===== config.mk =====
export PLATFORM = sky130hd
export DESIGN_NAME = fetch_aligner
export DESIGN_NICKNAME = d
export VERILOG_FILES = /design/src/rtl/fetch_aligner.sv
export SDC_FILE = /design/constraint.sdc
export NUM_CORES = 1
export LEC_CHECK = 0
export CORE_ASPECT_RATIO = 1.25
export CORE_UTILIZATION = 33
export DETAILED_ROUTE_END_ITERATION = 8
export DONT_BUFFER_PORTS = 1
export MAX_ROUTING_LAYER = met4
export PLACE_DENSITY = 0.59
export SYNTH_ARGS = -nofsm -noshare
export SYNTH_HDL_FRONTEND = slang
export SYNTH_SLANG_ARGS = --single-unit

===== constraint.sdc =====
create_clock -name clk -period 2.7 [get_ports clk]
set_clock_uncertainty 0.15 [all_clocks]
set_input_delay 0.81 -clock clk [delete_from_list [all_inputs] [get_ports clk]]
set_output_delay 0.81 -clock clk [all_outputs]
set_load 0.05 [all_outputs]

===== src/rtl/fetch_aligner.sv =====
// Fetch-side realigner: splits word-aligned fetch words into a halfword queue and emits one
// instruction per handshake. Define FETCH_ALIGN_RVC_EN for RVC support; otherwise RV32I-only.
module fetch_aligner #(
  parameter logic [31:0] RESET_PC = 32'h0000_0000
) (
  input  logic        clk,
  input  logic        rst_n,
  input  logic        flush,
  input  logic [31:0] flush_pc,
  output logic [31:0] fetch_addr,
  input  logic        fetch_valid,
  output logic        fetch_ready,
  input  logic [31:0] fetch_data,
  output logic        ins_valid,
  input  logic        ins_ready,
  output logic [31:0] ins,
  output logic [31:0] ins_pc,
  output logic        ins_comp
);

`ifdef FETCH_ALIGN_RVC_EN
  localparam logic        RVC_EN   = 1'b1;
  localparam int          QDEPTH   = 3;
  localparam logic [1:0]  PUSH_MAX = 2'd1;
  localparam logic [31:0] PC_MASK  = 32'hFFFF_FFFE;
`else
  localparam logic        RVC_EN   = 1'b0;
  localparam int          QDEPTH   = 2;
  localparam logic [1:0]  PUSH_MAX = 2'd0;
  localparam logic [31:0] PC_MASK  = 32'hFFFF_FFFC;
`endif

  function automatic logic is_rvc(input logic [15:0] hw);
    return hw[1:0] != 2'b11;
  endfunction

  logic [QDEPTH-1:0][15:0] q_r;
  logic [QDEPTH-1:0][15:0] q_sh_s;
  logic [QDEPTH-1:0][15:0] q_nxt_s;
  logic [1:0]              cnt_r;
  logic [31:0]             hpc_r;
  logic [31:0]             faddr_r;
  logic                    drop_r;

  logic                    head_comp_s;
  logic                    ins_valid_s;
  logic                    pop_s;
  logic [1:0]              pop_amt_s;
  logic [1:0]              left_s;
  logic                    fetch_ready_s;
  logic                    push_s;

  // Head decode, pop size and push admission (pop is resolved before push)
  always_comb begin
    head_comp_s = RVC_EN && is_rvc(q_r[0]);
    if (flush) begin
      ins_valid_s = 1'b0;
    end else if (head_comp_s) begin
      ins_valid_s = (cnt_r >= 2'd1);
    end else begin
      ins_valid_s = (cnt_r >= 2'd2);
    end
    pop_s = ins_valid_s && ins_ready;
    if (!pop_s) begin
      pop_amt_s = 2'd0;
    end else if (head_comp_s) begin
      pop_amt_s = 2'd1;
    end else begin
      pop_amt_s = 2'd2;
    end
    left_s        = cnt_r - pop_amt_s;
    fetch_ready_s = !flush && (left_s <= PUSH_MAX);
    push_s        = fetch_valid && fetch_ready_s;
  end

  // Next queue: shift out popped halfwords, then append the accepted word behind the survivors
  always_comb begin
    q_sh_s = q_r >> {pop_amt_s, 4'd0};
    for (int i = 0; i < QDEPTH; i++) begin
      if (push_s && (2'(i) == left_s)) begin
        q_nxt_s[i] = drop_r ? fetch_data[31:16] : fetch_data[15:0];
      end else if (push_s && !drop_r && (2'(i) == (left_s + 2'd1))) begin
        q_nxt_s[i] = fetch_data[31:16];
      end else begin
        q_nxt_s[i] = q_sh_s[i];
      end
    end
  end

  // Queue, head pc, fetch address and drop flag; a redirect overrides any handshake
  always_ff @(posedge clk or negedge rst_n) begin
    if (!rst_n) begin
      q_r     <= {QDEPTH{16'h0000}};
      cnt_r   <= 2'd0;
      hpc_r   <= RESET_PC & PC_MASK;
      faddr_r <= {RESET_PC[31:2], 2'b00};
      drop_r  <= RVC_EN & RESET_PC[1];
    end else if (flush) begin
      cnt_r   <= 2'd0;
      hpc_r   <= flush_pc & PC_MASK;
      faddr_r <= {flush_pc[31:2], 2'b00};
      drop_r  <= RVC_EN & flush_pc[1];
    end else begin
      q_r   <= q_nxt_s;
      cnt_r <= left_s + (push_s ? (drop_r ? 2'd1 : 2'd2) : 2'd0);
      if (pop_s) begin
        hpc_r <= hpc_r + (head_comp_s ? 32'd2 : 32'd4);
      end
      if (push_s) begin
        faddr_r <= faddr_r + 32'd4;
        drop_r  <= 1'b0;
      end
    end
  end

  assign fetch_addr  = faddr_r;
  assign fetch_ready = fetch_ready_s;
  assign ins_valid   = ins_valid_s;
  assign ins_pc      = hpc_r;
  assign ins_comp    = (cnt_r != 2'd0) && head_comp_s;
  assign ins         = (cnt_r == 2'd0) ? 32'h0000_0000 :
                       head_comp_s     ? {16'h0000, q_r[0]} : {q_r[1], q_r[0]};

endmodule


==> flow_summary_export.csv <==
group,metric,value,unit
detailed_routing,wirelength,17.1,mm
synthesis,synthTopCellsByArea,"dfrtp_1 (43%), nand2_1 (6.8%), and2_1 (4.3%), o21ai_0 (3.5%), nand3_1 (2.9%)",
power,power.leakage,2.70,nW
run,max_cap_viol_count,0,
setup_path,startpoint_type,"flop",
synthesis,synth-warning-count,0,
synthesis,ys_types,54,
global_routing,antenna_found_initial,0,
floorplanning,die_area,17000,sq um
global_routing,grt_usage,21.1,%
outcome,status,"finished clean",
finish,layout.cells.non_filler,911,
sta,period_needed,2.54,ns
synthesis,post-synth-top-area-cell,"dfrtp_1",
clock_network,cts.sinks,93,
setup_path,crit_arrival,1.58,ns
finish,drive_gt1_share,18.6,%
sta,hold_violations,0,
clock_network,clock_path_buffers,2,
floorplanning,fp-row-count,52,
clock_network,cts-buffers-inserted,9,
synthesis,yosysSeqAreaShare,42.9,%
floorplanning,ioPinCount,168,
worst_hold_path,hp-class,"in2async",
synthesis,synth_edf_count,0,
detailed_routing,dr.first_iter.drc_count,284,
floorplanning,die_y,145,microns
setup_path,path_max_fanout,36,
placed_design,portBuffers,0,
floorplanning,die_w,117,microns
global_routing,overflow,0,
setup_path,cp-end-kind,"output pin",
clock_network,postCtsSetupBuffers,0,
sta,rsz0062_at_grt,"false",
detailed_routing,wire_per_inst,18.8,microns
placed_design,place_congestion,0.896,
sta,drv_slew,0,
detailed_routing,ant_nets,0,
floorplanning,start_util,33.6,%
synthesis,synth.avg_cell_area,8.60,sq um
sta,slew-limit-headroom,36.7,%
placed_design,placed_cell_area,6240,sq um
clock_network,clock-root-buffer,"clkbuf_16",
clock_network,clk_latency,0.35,ns
finish,stdcell_area,6570,sq um
global_routing,grt_pass1_wl,26.5,mm
setup_path,required,1.74,ns
global_routing,grt_pass1_vias,5007,
detailed_routing,drc,0,
synthesis,syn-cell-area,5430,sq um
detailed_routing,drtPass1Iterations,4,
global_routing,grt_max_degree,94,
detailed_routing,vias,5144,
finish,mostFrequentLayoutCells,"nand2_1 (98), dfrtp_1 (92), buf_4 (91)",
power,ir_drop,0.292,mV
finish,insertedDiodeCount,0,
clock_network,path_clk_slew,0.06,ns
synthesis,yosysTopAreaCellShare,42.9,%
sta,max_freq,394,MHz
power,p_total,4.37,mW
synthesis,synth-main-ff-cell,"dfrtp_1",
synthesis,postSynthCellCount,631,
sta,tns,0,ns
detailed_routing,viasPerCell,5.65,
floorplanning,core-area,16100,sq um
sta,worst_slew_pin_slew,0.943,ns
sta,finalSetupViolCount,0,
placed_design,dp_cells,895,
placed_design,dp.final_hpwl,12.6,mm
clock_network,h-tree-depth,3,
finish,area_delta_synth_final,20.9,%
power,pwr_density_cell,666,nW/um^2
finish,layout.nets,763,
clock_network,cts_tree,"built",
synthesis,synth-async-reset-ratio,100,%
finish,final_common_cell,"nand2_1",
synthesis,ys_seq_elements,93,
sta,period_share,94.1,%
setup_path,criticalPathCategory,"reg2out",
finish,post-route-util,40.7,%
where the power goes:
group	leakage, nW	internal [mW]	switching [mW]
clock	0.158	0.835	0.558
sequential	1.12	1.59	0.260
combinational	1.42	0.358	0.772
kinds of logic after synthesis:
family                   count (synthesis)  share of synthesized area, %
other                                    1                        0.0691
XOR/XNOR                                15                          2.42
adder cells (fa/ha/maj)                  4                         0.922
AO/OA/AOI/OAI                          116                          14.5
AND/OR/NAND/NOR                        335                          32.6
flip-flops                              93                          42.9
buffers and inverters                   55                          4.19
multiplexers                            12                          2.44
metrics by stage:
step	hold slack, ns	worst slack [ns]
final	0.00662	0.159
after global routing	-0.0136	0.0579
after CTS	-0.0142	0.0382
after detailed placement	0.367	0.187
after global placement	0.360	0.272
after floorplan	0.347	-0.0394
cells in the mapped netlist, drive strengths merged, types with 2 or more instances:
library cell	instances
nor2b	15
nand2b	7
or3	7
nand2	98
a211oi	8
and3	12
ha	4
and4	12
o31ai	11
clkbuf	40
and2	37
xor2	5
a211o	3
dfrtp	93
or4	8
and3b	2
nor2	32
xnor2	10
buf	8
o211ai	2
nor4	22
mux2	10
a31oi	9
a311oi	17
mux2i	2
inv	6
o311ai	3
nor3	21
o21ai	38
nand4	26
or2	2
o31a	3
a311o	2
a21oi	10
nand3	31
cell type report:
| type | instances | area (sq um) |
|---|---|---|
| Fill cell | 1630 | 9570 |
| Multi-Input combinational cell | 487 | 2910 |
| Sequential cell | 93 | 2330 |
| Timing Repair Buffer | 92 | 703 |
| Tap cell | 216 | 270 |
| Clock buffer | 10 | 239 |
| Clock inverter | 6 | 86.3 |
| Inverter | 7 | 26.3 |
flip-flops by register name, indices dropped and copies added, names as in the netlist:
signal / flops
cnt_r: 1
fetch_addr: 30
ins_pc: 30
q_r: 32
final timing paths:
path / start / to / slack, ns / depth (start not counted)
max: cnt_r[1]$_DFF_PN0_ / fetch_ready / 0.16 / 4
min: rst_n / q_r[8]$_DFFE_PN0P_ / 0.007 / 0
max reg2reg: fetch_addr[4]$_DFFE_PN0P_ / fetch_addr[23]$_DFFE_PN0P_ / 0.41 / 4
min reg2reg: q_r[24]$_DFFE_PN0P_ / q_r[24]$_DFFE_PN0P_ / 0.37 / 2
max in group asynchronous: rst_n / fetch_addr[26]$_DFFE_PN0P_ / 2.26 / 0
min in group clk: q_r[24]$_DFFE_PN0P_ / q_r[24]$_DFFE_PN0P_ / 0.37 / 2
per-layer routing:
layer / global-route usage (%) / routed length [microns] / up-vias
li1: - / - / 2416
met2: 33.3 / 8200 / 195
met1: 24.5 / 7070 / 2489
met3: 4.96 / 1180 / 44
met4: 11.5 / 665 / 0
met5: - / 0 / -
what timing repair did:
action,4_1_cts,5_1_grt
endpoints found under the setup margin,0,1
hold endpoints to repair,93,93
resized for setup,0,1
critical path, stage by stage (launching register included):
cell	delay (ns)
dfrtp_2	0.48
buf_12	0.21
nand3_1	0.18
a21oi_4	0.15
buf_4	0.21
Power figures use the tool's default switching activity.
